===== config.mk =====
export PLATFORM = sky130hd
export DESIGN_NAME = dcache_controller
export DESIGN_NICKNAME = d
export VERILOG_FILES = /design/src/rtl/dcache_controller.sv
export SDC_FILE = /design/constraint.sdc
export NUM_CORES = 1
export LEC_CHECK = 0
export ABC_CLOCK_PERIOD_IN_PS = 7100
export BUFFER_PORTS_ARGS = -buffer_cell sky130_fd_sc_hd__buf_4
export CORE_AREA = 2 2 514 516
export CTS_BUF_LIST = sky130_fd_sc_hd__clkbuf_8
export DETAILED_ROUTE_END_ITERATION = 16
export DIE_AREA = 0 0 516 518
export PLACE_DENSITY = 0.31
export SLEW_MARGIN = 15
export SYNTH_ARGS = -nofsm -noshare
export SYNTH_HDL_FRONTEND = slang
export SYNTH_SLANG_ARGS = --single-unit

===== constraint.sdc =====
create_clock -name clk_i -period 7.1 [get_ports clk_i]
set_input_delay 0 -clock clk_i [delete_from_list [all_inputs] [get_ports clk_i]]
set_output_delay 0 -clock clk_i [all_outputs]
set_load 0.005 [all_outputs]

===== src/rtl/dcache_controller.sv =====
// rtl/dcache_controller.sv - 2-way dcache sequencer: hit service, dirty write-back, refill and replay
module dcache_controller #(
  parameter int ADDR_W = 32,
  parameter int WORD_W = 32,
  parameter int LINE_W = 256,
  parameter int IDX_W  = 4,
  parameter int TAG_W  = 23,
  parameter int CNT_W  = 32
) (
  input  logic              clk_i,
  input  logic              rst_i,
  input  logic              cpu_req_i,
  input  logic              cpu_write_i,
  input  logic [ADDR_W-1:0] cpu_addr_i,
  input  logic [WORD_W-1:0] cpu_data_i,
  output logic [WORD_W-1:0] cpu_data_o,
  output logic              cpu_stall_o,
  output logic              sram_enable_o,
  output logic              sram_write_o,
  output logic [IDX_W-1:0]  sram_addr_o,
  output logic [TAG_W+1:0]  sram_tag_o,
  output logic [LINE_W-1:0] sram_data_o,
  input  logic              sram_hit_i,
  input  logic [TAG_W+1:0]  sram_tag_i,
  input  logic [LINE_W-1:0] sram_data_i,
  output logic              mem_enable_o,
  output logic              mem_write_o,
  output logic [ADDR_W-1:0] mem_addr_o,
  output logic [LINE_W-1:0] mem_data_o,
  input  logic [LINE_W-1:0] mem_data_i,
  input  logic              mem_ack_i,
  output logic [CNT_W-1:0]  hit_cnt_o,
  output logic [CNT_W-1:0]  miss_cnt_o,
  output logic [CNT_W-1:0]  wb_cnt_o
);

  // Byte offset inside a line, word-select width and bit offset of a word in a line
  localparam int OFF_W  = ADDR_W - TAG_W - IDX_W;
  localparam int WSEL_W = $clog2(LINE_W / WORD_W);
  localparam int BIT_W  = $clog2(LINE_W);

  typedef enum logic [1:0] {IDLE, WRITEBACK, READMISS, REFILL} state_t;

  state_t state, state_next;

  logic [TAG_W-1:0]  tag;
  logic [IDX_W-1:0]  idx;
  logic [WSEL_W-1:0] word_sel;
  logic [BIT_W-1:0]  word_base;

  logic [TAG_W-1:0]  miss_tag;
  logic [IDX_W-1:0]  miss_idx;
  logic [TAG_W-1:0]  victim_tag;
  logic [LINE_W-1:0] victim_data;
  logic [LINE_W-1:0] refill_data;
  logic              replay;
  logic [LINE_W-1:0] merged;

  logic hit_ev, miss_ev, wb_ev;
  logic unused_addr;

  assign tag         = cpu_addr_i[ADDR_W-1 -: TAG_W];
  assign idx         = cpu_addr_i[OFF_W +: IDX_W];
  assign word_sel    = cpu_addr_i[OFF_W-1 -: WSEL_W];
  assign word_base   = {word_sel, {(BIT_W - WSEL_W){1'b0}}};
  assign unused_addr = ^cpu_addr_i[OFF_W-WSEL_W-1:0];

  // Set index depends only on state and address, never on the lookup result
  assign sram_addr_o = rst_i ? '0 :
                       (state == REFILL) ? miss_idx :
                       (state == IDLE && cpu_req_i) ? idx : '0;

  // Store-hit line: lookup data with the addressed word replaced
  always_comb begin
    merged = sram_data_i;
    merged[word_base +: WORD_W] = cpu_data_i;
  end

  // Next-state and all per-state outputs; reset forces everything quiet
  always_comb begin
    state_next    = state;
    cpu_data_o    = '0;
    cpu_stall_o   = 1'b0;
    sram_enable_o = 1'b0;
    sram_write_o  = 1'b0;
    sram_tag_o    = '0;
    sram_data_o   = '0;
    mem_enable_o  = 1'b0;
    mem_write_o   = 1'b0;
    mem_addr_o    = '0;
    mem_data_o    = '0;
    hit_ev        = 1'b0;
    miss_ev       = 1'b0;
    wb_ev         = 1'b0;
    if (!rst_i) begin
      case (state)
        IDLE: begin
          if (cpu_req_i) begin
            sram_enable_o = 1'b1;
            sram_tag_o    = {1'b1, 1'b0, tag};
            if (sram_hit_i) begin
              cpu_data_o = sram_data_i[word_base +: WORD_W];
              hit_ev     = !replay;
              if (cpu_write_i) begin
                sram_write_o = 1'b1;
                sram_tag_o   = {1'b1, 1'b1, tag};
                sram_data_o  = merged;
              end
            end else begin
              cpu_stall_o = 1'b1;
              miss_ev     = 1'b1;
              state_next  = (sram_tag_i[TAG_W+1] && sram_tag_i[TAG_W]) ? WRITEBACK : READMISS;
            end
          end
        end
        WRITEBACK: begin
          cpu_stall_o  = cpu_req_i;
          mem_enable_o = 1'b1;
          mem_write_o  = 1'b1;
          mem_addr_o   = {victim_tag, miss_idx, {OFF_W{1'b0}}};
          mem_data_o   = victim_data;
          if (mem_ack_i) begin
            wb_ev      = 1'b1;
            state_next = READMISS;
          end
        end
        READMISS: begin
          cpu_stall_o  = cpu_req_i;
          mem_enable_o = 1'b1;
          mem_addr_o   = {miss_tag, miss_idx, {OFF_W{1'b0}}};
          if (mem_ack_i) state_next = REFILL;
        end
        REFILL: begin
          cpu_stall_o   = cpu_req_i;
          sram_enable_o = 1'b1;
          sram_write_o  = 1'b1;
          sram_tag_o    = {1'b1, 1'b0, miss_tag};
          sram_data_o   = refill_data;
          state_next    = IDLE;
        end
        default: state_next = IDLE;
      endcase
    end
  end

  // State register
  always_ff @(posedge clk_i) begin
    if (rst_i) state <= IDLE;
    else       state <= state_next;
  end

  // Miss context, victim line and refill line capture
  always_ff @(posedge clk_i) begin
    if (miss_ev) begin
      miss_tag    <= tag;
      miss_idx    <= idx;
      victim_tag  <= sram_tag_i[TAG_W-1:0];
      victim_data <= sram_data_i;
    end
    if (!rst_i && state == READMISS && mem_ack_i) refill_data <= mem_data_i;
  end

  // Replay marker: the first IDLE cycle after a refill is the replayed access
  always_ff @(posedge clk_i) begin
    if (rst_i)                replay <= 1'b0;
    else if (state == REFILL) replay <= 1'b1;
    else if (state == IDLE)   replay <= 1'b0;
  end

  // Saturating event counters
  always_ff @(posedge clk_i) begin
    if (rst_i) begin
      hit_cnt_o  <= '0;
      miss_cnt_o <= '0;
      wb_cnt_o   <= '0;
    end else begin
      if (hit_ev  && hit_cnt_o  != '1) hit_cnt_o  <= hit_cnt_o  + 1'b1;
      if (miss_ev && miss_cnt_o != '1) miss_cnt_o <= miss_cnt_o + 1'b1;
      if (wb_ev   && wb_cnt_o   != '1) wb_cnt_o   <= wb_cnt_o   + 1'b1;
    end
  end

endmodule

Word-level counts from Yosys, hierarchy flattened
Cells that the tools add are included.
- flip-flop bits (word level): 661
- word-level logic and storage cells: 96
- add/sub/neg operators: 4
- equal/unequal tests: 10
- shift-type cells: 3
- multiplexer cells: 55
- reductions and logical operators: 14
- operator list (cell ; number):
    2-to-1 mux 256 bit ; 6
    case mux 256 bit (2 select lines) ; 1
    bitwise mux 256 bit ; 1
    variable shift 32 x 10 -> 256 bit (first input constant) ; 1
    indexed part select 256 x 9 -> 32 bit ; 1
    indexed part select 32 x 10 -> 256 bit ; 1
    2-to-1 mux 32 bit ; 5
    adder 32 x 1 -> 32 bit (second input constant) ; 3
    inequality test 32 bit (second input constant) ; 3
    case mux 32 bit (2 select lines) ; 1
    2-to-1 mux 25 bit ; 2
    case mux 25 bit (2 select lines) ; 1
    2-to-1 mux 24 bit ; 2
    2-to-1 mux 1 bit ; 24
    2-to-1 mux 4 bit ; 3
    2-to-1 mux 2 bit ; 5
    negator 8 -> 10 bit ; 1
    inequality test 2 bit (second input constant) ; 4
    case mux 2 bit (4 select lines) ; 1
    logical AND 1 bit ; 7
    case mux 1 bit (2 select lines) ; 3
    == test 2 bit (second input constant) ; 2
    AND reduction 4 bit ; 1
    OR reduction 3 bit ; 1
    5 further kinds ; 6

Depth between registers and ports, before layout
Gate-level depths: netlist of run 1.
- word-level depth: 8
- depth in mapped cells: 13
- depth with buffers taken out: 8

Worst setup path before layout of run 1
OpenSTA, ideal clock, no wires.
- kind: reg-to-reg
- from: reg state[0]
- to: reg refill_data[0], enable pin
- setup time: 651 ps
- arrival time: 7051 ps
- slack: -602 ps
- stages on the path, launching flop included: 6
- buffers on the path: 2
- clock period less this slack: 7702 ps
- cell sequence: dfxtp_1 inv_1 ha_1 clkbuf_1 clkbuf_1 and3_1
- longest elaborated chain between the ends: 3
- ends and longest elaborated chain (element ; line ; source):
    start: declaration ; 44 ; state_t state, state_next;
    start signal: assignment ; 149 ; else state <= state_next;
    == test 2 bit ; 160 ; if (!rst_i && state == READMISS && mem_ack_i) refill_data <= mem_data_i;
    logical AND 1 bit (2 in a row) ; 160 ;
    end signal: assignment ; 160 ;
    end: declaration ; 55 ; logic [LINE_W-1:0] refill_data;
No other way between the ends.
A chain may end at the register's enable or synchronous reset.

Worst setup path after layout of run 1
- from: reg state[0]
- to: out sram_data_o[205]
- longest elaborated chain between the ends: 3
- elaborated cells between the ends (all ways): 4
- those cells by class: 1 x eq/ne; 2 x mux; 1 x reduce/logical
- ends and longest elaborated chain (element ; line ; source):
    == test 2 bit or logical NOT 2 bit (tied branches) ; 96 ; case (state)
    case mux 256 bit (2 select lines) * ; 96 ;
    2-to-1 mux 256 bit * ; 95 ; if (!rst_i) begin
    end: declaration ; 22 ; output logic [LINE_W-1:0] sram_data_o,
Mark *: on every way between the ends. The rest lies on a longest branch, timed or not.

==> impl_metrics.toml, run 1 <==
[clock_tree]
cts-root-buf = "clkbuf_8"
cts_inserted_buffers = 157
cts_tree = "done"
clk_pin_slew_ns = 0.05
clk_latency_ns = 0.87
h-tree-depth = 4
cts_sinks = 661
clock_path_buffers = 4

[worst_hold_path]
min_path_type = "input pin to register"

[setup_path]
cp_slowest_stage_delay_ns = 1.09
path_class = "register to primary output"
cp-end-kind = "primary output"
cp.arrival_ns = 4.82
path_max_fanout = 83
critPathSlowestCell = "o21ai_0"
path_common_cell = "buf_4"
cp-start-kind = "register"
cp_data_required_time_ns = 7.10
crit_chain = "inv_1 > ha_1 > nand2_1 > nor3_4 > buf_4 > nand3_4 > buf_12 > o21ai_0 > buf_4"

[cells_and_area]
nets = 5964
final_cell_mix = "buf_4 (1348), dlygate4sd3_1 (1131), edfxtp_1 (562)"
final_common_cell = "buf_4"
drive_gt1_share_pct = 30.4
fin_util_pct = 23.0
fillers = 28800
multi_input_area_sq_um = 12200
regArea_sq_um = 18900
syn2layout_area_growth_pct = 88.1

[global_routing]
grt_pass1_wl_um = 328000
grt_max_degree = 114
grt_usage_pct = 17.9
grt_overflow_total = 0
grt_antenna_before_repair = 75
grt_pass1_vias = 35900

[timing]
fmax_ghz = 0.207
setup_viol_count_final = 0
worst_slack_ns = 2.28
finalMaxSlewViolations = 0
min_period_ns = 4.82
post-route-period-util_pct = 67.9
maxSlewHeadroom_pct = 22.4
setup_tns_ns = 0
hold_viol = 0
worst_pin_slew_ns = 1.15
rsz0062_at_grt = "false"
clock_skew_ns = 0.0500

[power_and_ir_drop]
p_leak_nw = 23.5
power_density_nw_per_um2 = 200
vdd_ir_drop_max_uv = 122

[floorplanning]
start_util_pct = 12.2
pin_count = 1313
num_rows = 188
die-area_sq_um = 267000
core_area_sq_um = 262000
die_w_um = 516
die_h_um = 518

[placement]
io_buffers = 1305
dp_hpwl_um = 187000
gp_congestion = 0.846
place_ws_ns = 2.88

[logic_synthesis]
synth_seq_cells = 661
avgSynthCellArea_sq_um = 11.0
syn_inst = 2902
async_flop_share_pct = 0
synth_warnings = 0
dominantRegCellSynth = "edfxtp_1"
synth_cell_types = 68
seq_area_frac_synth_pct = 59.0
synth.cell_area_sq_um = 32000
synth_enable_flop_cells = 562

[detailed_routing]
ant_nets = 0
drc_errors = 0
vias_per_cell = 3.91
route.vias.total = 35200
routedWlPerCell_um = 27.8
wirelength_um = 250000
drt-pass1-iter-count = 5
dr.first_iter.drc_count = 2396

[run_status]
outcome = "finished, final reports clean"

[job]
max_cap_violations = 0
-- layer usage --
layer  global-route usage, %  share of wire [%]
met1                    22.3                 42
met4                    4.93                2.9
met5                       0              0.050
met3                    5.55                8.7
met2                    29.6                 46
-- flip-flops by register name, indices dropped and copies added (netlist names) --
name,flops
victim_data,256
miss_tag,23
refill_data,256
miss_idx,4
miss_cnt_o,32
victim_tag,23
wb_cnt_o,32
replay,1
state,2
hit_cnt_o,32
-- worst paths after layout --
| check | startpoint | slack, ns | end | depth (start not counted) |
|---|---|---|---|---|
| worst max-delay path | state[0]$_SDFFE_PP0P_ | 2.28 | sram_data_o[205] | 9 |
| worst min-delay path | sram_data_i[93] | 0.08 | victim_data[93]$_DFFE_PP_ | 2 |
| worst max register to register | state[0]$_SDFFE_PP0P_ | 3.50 | victim_data[195]$_DFFE_PP_ | 8 |
| worst min register to register | miss_cnt_o[27]$_SDFFE_PP0P_ | 0.50 | miss_cnt_o[27]$_SDFFE_PP0P_ | 2 |
-- logic make-up after synthesis --
| logic type | Yosys count | share of synthesized area [%] |
|---|---|---|
| compound gates | 713 | 13.1 |
| xor+xnor | 11 | 0.301 |
| fa+ha+maj | 14 | 0.548 |
| buf+inv | 238 | 3.12 |
| flops | 661 | 59.0 |
| mux | 120 | 6.28 |
| other cells | 1 | 0.0117 |
| simple gates | 1144 | 17.7 |
-- report_power, final --
| group | switching [W] | internal [W] | total (W) |
|---|---|---|---|
| clock network | 0.00209 | 0.00222 | 0.00431 |
| registers | 0.0000673 | 0.00451 | 0.00457 |
| logic | 0.00173 | 0.00143 | 0.00316 |
-- critical path, delay by kind of cell, from the launching register on --
| family | cells | cell delay, ns |
|---|---|---|
| AOI/OAI and AO/OA | 1 | 1.09 |
| adders and majority gates | 1 | 0.27 |
| buffers and inverters | 4 | 1.11 |
| DFF | 1 | 0.34 |
| and+or+nand+nor | 3 | 0.81 |
-- Yosys cell counts (6+ instances only) --
| cell | n | area share, % |
|---|---|---|
| a21oi_1 | 241 | 3.8 |
| a22o_1 | 85 | 2.3 |
| a22oi_1 | 23 | 0.54 |
| and2_1 | 266 | 5.2 |
| and3_1 | 23 | 0.45 |
| and4_1 | 15 | 0.41 |
| buf_1 | 12 | 0.14 |
| buf_2 | 24 | 0.38 |
| buf_4 | 8 | 0.19 |
| buf_6 | 6 | 0.21 |
| clkbuf_1 | 165 | 1.9 |
| dfxtp_1 | 99 | 6.2 |
| edfxtp_1 | 562 | 53 |
| ha_1 | 14 | 0.55 |
| inv_1 | 21 | 0.25 |
| mux2i_1 | 51 | 1.6 |
| mux4_2 | 64 | 4.5 |
| nand2_1 | 464 | 5.4 |
| nand3_1 | 35 | 0.55 |
| nand4_1 | 24 | 0.47 |
| nor2_1 | 194 | 2.3 |
| nor3_1 | 9 | 0.14 |
| nor3b_1 | 8 | 0.19 |
| nor4_1 | 10 | 0.20 |
| o21ai_0 | 265 | 4.1 |
| o21ai_1 | 30 | 0.47 |
| o311ai_0 | 7 | 0.19 |
| o31ai_1 | 19 | 0.45 |
| o41ai_1 | 6 | 0.16 |
| or3_1 | 39 | 0.76 |
| or4_1 | 22 | 0.52 |
| xnor2_1 | 8 | 0.22 |
-- per-stage QoR --
step	total power (W)	instance area (sq um)	std cells	hold slack [ns]
final	0.0120	60100	8997	0.0806
after floorplan	0.00555	32000	2906	0.0562
after detailed placement	0.00730	46000	7568	0.179
after global placement	0.00731	46000	7568	0.179
after global routing	0.0126	60100	8981	0.0469
after CTS	0.0123	60000	8960	0.0233
-- final cells by class --
class	count	share of cell area [%]
antenna	37	0.154
clock buffer	164	3.75
clock inverter	97	0.784
inverter	23	0.162
multi-input combinational	2007	20.4
sequential	661	31.4
tap	3515	7.31
timing repair buffer	2493	36.1
-- timing repair --
action | CTS | global route
setup buffers | 0 | 0
hold buffers | 1131 | 0
resized for setup | 0 | 0
endpoints found under the hold margin | 696 | 0
Note: power is estimated with default switching activity, not from simulation.
==> inputs of run 2 (changes only) <==
--- a/config.mk
+++ b/config.mk
@@ -5,7 +5,7 @@
 export SDC_FILE = /design/constraint.sdc
 export NUM_CORES = 1
 export LEC_CHECK = 0
-export ABC_CLOCK_PERIOD_IN_PS = 7100
+export ABC_CLOCK_PERIOD_IN_PS = 4170
 export BUFFER_PORTS_ARGS = -buffer_cell sky130_fd_sc_hd__buf_4
 export CORE_AREA = 2 2 514 516
 export CTS_BUF_LIST = sky130_fd_sc_hd__clkbuf_8
==> constraint.sdc (replaced) <==
create_clock -name clk_i -period 4.17 [get_ports clk_i]
set_input_delay 0 -clock clk_i [delete_from_list [all_inputs] [get_ports clk_i]]
set_output_delay 0 -clock clk_i [all_outputs]
set_load 0.005 [all_outputs]
==> impl_metrics.toml, run 2 (synthesis gave the netlist of run 1 again) <==
[global_routing]
grt_antenna_before_repair = 76
grt_pass1_vias = 36500
grt_pass1_wl_um = 335000
grt_max_degree = 121
grt_overflow_total = 0
grt_usage_pct = 18.4

[floorplanning]
core_area_sq_um = 262000
die_w_um = 516
die_h_um = 518
num_rows = 188
start_util_pct = 12.2
pin_count = 1313
die-area_sq_um = 267000

[detailed_routing]
wirelength_um = 257000
drc_errors = 0
route.vias.total = 35400
ant_nets = 0
routedWlPerCell_um = 28.3
vias_per_cell = 3.90
drt-pass1-iter-count = 5
dr.first_iter.drc_count = 2051

[setup_path]
cp.arrival_ns = 3.93
cp-end-kind = "primary output"
cp_data_required_time_ns = 4.17
rrSetupSlack_ns = 0.53
cp-start-kind = "register"
reg2reg_to = "hit_cnt_o[27]$_SDFFE_PP0P_"
reg2reg_from = "state[0]$_SDFFE_PP0P_"
reg2reg_depth = 8
path_class = "register to primary output"
path_max_fanout = 35

[clock_tree]
clk_pin_slew_ns = 0.05
cts-root-buf = "clkbuf_8"
h-tree-depth = 4
clk_latency_ns = 0.87
cts_inserted_buffers = 154
clock_path_buffers = 4
cts_tree = "done"
cts_sinks = 661

[timing]
rsz0062_at_grt = "false"
worst_pin_slew_ns = 1.10
setup_viol_count_final = 0
clock_skew_ns = 0.0658
setup_tns_ns = 0
maxSlewHeadroom_pct = 26.6
post-route-period-util_pct = 94.2
hold_viol = 0
fmax_ghz = 0.254
min_period_ns = 3.93
finalMaxSlewViolations = 0

[cells_and_area]
final_cell_mix = "buf_4 (1392), dlygate4sd3_1 (1130), edfxtp_1 (562)"
syn2layout_area_growth_pct = 89.8
drive_gt1_share_pct = 31.1
reg.largest.list = "refill_data x256, victim_data x256"
final_common_cell = "buf_4"
final_cell_area_sq_um = 60700
nets = 6015

[power_and_ir_drop]
p_leak_nw = 23.8
p_total_w = 0.0205
pwr-share-comb_pct = 26.9
pwr-share-clk_pct = 35.0
seq_power_share_pct = 38.1
p_switching_w = 0.00662
power_density_nw_per_um2 = 337
vdd_ir_drop_max_uv = 228
switching_share_pct = 32.4
internal_power_w = 0.0138

[job]
max_cap_violations = 0

[placement]
dp_hpwl_um = 198000
gp_congestion = 0.843
io_buffers = 1305
place_area_sq_um = 46500

[worst_hold_path]
hold_depth = 2
hold_end = "refill_data[255]$_DFFE_PP_"
hold_start = "mem_data_i[255]"
min_path_type = "input pin to register"

[run_status]
outcome = "finished, final reports clean"
[run 2: cell count changes in the layout (fill, tap and decap cells not counted)]
cell	delta
buf_12	+11
buf_4	+44
bufinv_16	-1
clkbuf_8	-3
clkinv_1	+3
clkinv_2	+2
diode_2	+1
dlygate4sd3_1	-1
inv_1	+2
inv_16	+1
inv_4	-1
inv_6	+1
o21ai_0	-3
o21ai_1	+3
[run 2: power groups by stage]
stage               combinational (W)  sequential (W)  clock [W]
floorplan                     0.00153         0.00789          0
global placement              0.00466         0.00793          0
detailed placement            0.00466         0.00793          0
CTS                           0.00561         0.00780    0.00748
global route                  0.00584         0.00782    0.00770
finish                        0.00551         0.00780    0.00715
[run 2: worst max-delay path, stage by stage, from the launching register on]
cell     delay, ns
dfxtp_1       0.34
inv_1         0.12
ha_1          0.27
nand2_1       0.23
nor3_4        0.23
nand3_4       0.40
buf_4         0.47
o21ai_0       0.65
buf_4         0.23
[run 2: final cells by class]
type / count / area, sq um
fillers: 28800 / 201000
clock buffers: 161 / 2220
flip-flops and latches: 661 / 18900
diodes: 38 / 95.1
well taps: 3515 / 4400
multi-input cells: 2007 / 12200
clock inverters: 104 / 479
inverters: 23 / 111
repair buffers: 2547 / 22300
[run 2: layer usage]
| metal | wire [um] | track usage [%] | up-vias |
|---|---|---|---|
| met4 | 8890 | 5.98 | 28 |
| met5 | 177 | 0 | - |
| met3 | 20600 | 5.31 | 344 |
| met1 | 105000 | 22.1 | 17700 |
| met2 | 123000 | 31.4 | 1533 |
| li1 | - | - | 15700 |
[run 2: stage by stage]
stage          hold WS (ns)  setup slack [ns]  cells  util, %
2_1_floorplan        0.0562             0.413   2906        -
3_3_place_gp          0.179             0.543   7623     17.8
3_5_place_dp          0.179             0.487   7623     17.8
4_1_cts             0.00756         -0.000756   9018     23.2
5_1_grt              0.0285            0.0167   9042     23.2
6_report             0.0618             0.240   9056     23.2
[run 2: worst max-delay path by stage]
stage,from,endpoint,slack (ns),cells after the start
finish,state[0]$_SDFFE_PP0P_,sram_data_o[183],0.24,8
global route,state[1]$_SDFFE_PP0P_,sram_data_o[106],0.02,9
CTS,state[0]$_SDFFE_PP0P_,sram_data_o[95],-0.0008,9
detailed placement,cpu_addr_i[2],sram_data_o[156],0.49,10
global placement,cpu_addr_i[2],sram_data_o[156],0.54,10
floorplan,state[0]$_SDFFE_PP0P_,miss_cnt_o[20]$_SDFFE_PP0P_,0.41,9
[run 2: what timing repair did]
| action | CTS | global route |
|---|---|---|
| hold buffers | 1130 | 0 |
| buffers inserted | 0 | 0 |
| cloned | 0 | 0 |
| endpoints found under the hold margin | 661 | 0 |
| setup endpoints to repair | 6 | 1 |
| gates resized for setup | 4 | 1 |
==> inputs of run 3 (changes only) <==
--- a/config.mk
+++ b/config.mk
@@ -11,7 +11,7 @@
 export CTS_BUF_LIST = sky130_fd_sc_hd__clkbuf_8
 export DETAILED_ROUTE_END_ITERATION = 16
 export DIE_AREA = 0 0 516 518
-export PLACE_DENSITY = 0.31
+export PLACE_DENSITY_LB_ADDON = 0.12
 export SLEW_MARGIN = 15
 export SYNTH_ARGS = -nofsm -noshare
 export SYNTH_HDL_FRONTEND = slang
==> impl_metrics.toml, run 3 (synthesis gave the netlist of run 1 again) <==
[run_status]
outcome = "finished, final reports clean"

[floorplanning]
die_w_um = 516
die_h_um = 518
num_rows = 188
pin_count = 1313
die-area_sq_um = 267000
start_util_pct = 12.2
core_area_sq_um = 262000

[timing]
min_period_ns = 3.85
finalMaxSlewViolations = 0
rsz0062_at_grt = "false"
fmax_ghz = 0.260
maxSlewHeadroom_pct = 29.6
setup_viol_count_final = 0
worst_pin_slew_ns = 1.05
clock_skew_ns = 0.0688
hold_viol = 0
setup_tns_ns = 0
post-route-period-util_pct = 92.4

[setup_path]
cp-end-kind = "primary output"
cp_data_required_time_ns = 4.17
cp-endpoint = "sram_data_o[183]"
path_max_fanout = 50
cp-startpoint = "state[0]$_SDFFE_PP0P_"
reg2reg_depth = 8
cp-start-kind = "register"
cp.arrival_ns = 3.85
path_class = "register to primary output"
reg2reg_from = "state[0]$_SDFFE_PP0P_"
rrSetupSlack_ns = 0.72
reg2reg_to = "hit_cnt_o[27]$_SDFFE_PP0P_"

[detailed_routing]
dr.first_iter.drc_count = 2061
routedWlPerCell_um = 28.1
vias_per_cell = 3.87
drt-pass1-iter-count = 6
route.vias.total = 35000
wirelength_um = 254000
drc_errors = 0
ant_nets = 0

[clock_tree]
cts-root-buf = "clkbuf_8"
clk_pin_slew_ns = 0.05
cts_inserted_buffers = 160
cts_tree = "done"
cts_sinks = 661
clk_latency_ns = 0.91
h-tree-depth = 4
clock_path_buffers = 4
postCtsSetupBuffers = 0

[global_routing]
grt_pass1_wl_um = 333000
grt_antenna_before_repair = 69
grt_overflow_total = 0
grt_pass1_vias = 35800
grt_usage_pct = 18.3
grt_max_degree = 89

[cells_and_area]
nets = 6012
final_cell_mix = "buf_4 (1382), dlygate4sd3_1 (1137), edfxtp_1 (562)"
drive_gt1_share_pct = 30.8
fillers = 28800
fin_cells = 9044
multi_input_area_sq_um = 12200
regArea_sq_um = 18900
final_cell_area_sq_um = 60500
reg.largest.list = "refill_data x256, victim_data x256"
syn2layout_area_growth_pct = 89.3
final_common_cell = "buf_4"

[power_and_ir_drop]
p_total_w = 0.0205
power_density_nw_per_um2 = 339
p_leak_nw = 23.7
vdd_ir_drop_max_uv = 204

[placement]
dp_hpwl_um = 193000
place_area_sq_um = 46300
gp_congestion = 0.834
io_buffers = 1305
dp.cells = 7607

[worst_hold_path]
min_path_type = "input pin to register"
hold_start = "sram_data_i[254]"
hold_depth = 2

[job]
max_cap_violations = 0
run 3: routing by layer:
metal | GRT usage, % | up-vias | share of wire, % | routed length [um]
li1 | - | 15700 | - | -
met1 | 21.6 | 17500 | 40 | 103000
met2 | 31.6 | 1382 | 49 | 124000
met3 | 5.77 | 330 | 8.0 | 20300
met4 | 4.98 | 38 | 2.8 | 7180
met5 | 0 | - | 0.088 | 223
run 3: how the worst min path moves through the flow:
stage                                  to
3_3_place_gp    refill_data[26]$_DFFE_PP_
2_1_floorplan                 cpu_stall_o
5_1_grt        victim_data[254]$_DFFE_PP_
4_1_cts        victim_data[254]$_DFFE_PP_
6_report       victim_data[254]$_DFFE_PP_
3_5_place_dp   refill_data[246]$_DFFE_PP_
run 3: layout make-up:
cell class	instances	share of cell area (%)
diodes	36	0.149
clock buffers	165	3.75
clock inverters	99	0.685
inverters	23	0.176
multi-input cells	2007	20.2
flip-flops and latches	661	31.2
well taps	3515	7.27
repair buffers	2538	36.6
run 3: worst max-delay path: stages, from the launching register on:
cell and delay (ns):
dfxtp_1 0.34, inv_1 0.12, ha_1 0.29, nand2_1 0.23, nor3_4 0.22, nand3_4 0.16
buf_4 0.29, buf_6 0.33, o21ai_0 0.59, buf_4 0.24
run 3: repair_timing:
item / in CTS / in global routing
gates resized for setup: 1 / 0
hold buffers: 1137 / 0
setup endpoints to repair: 2 / 0
endpoints found under the hold margin: 687 / 0
run 3: where the power goes:
group	switching, W	internal, W
sequential	0.000113	0.00767
clock	0.00359	0.00361
combinational	0.00300	0.00250
run 3: metrics by stage:
step | setup slack (ns) | utilization (%) | hold slack [ns]
after detailed placement | 0.685 | 17.7 | 0.179
after global placement | 0.360 | 17.7 | 0.179
after global routing | 0.0684 | 23.1 | 0.0557
after CTS | 0.128 | 23.1 | 0.0433
final | 0.318 | 23.1 | 0.0807
after floorplan | 0.413 | - | 0.0562
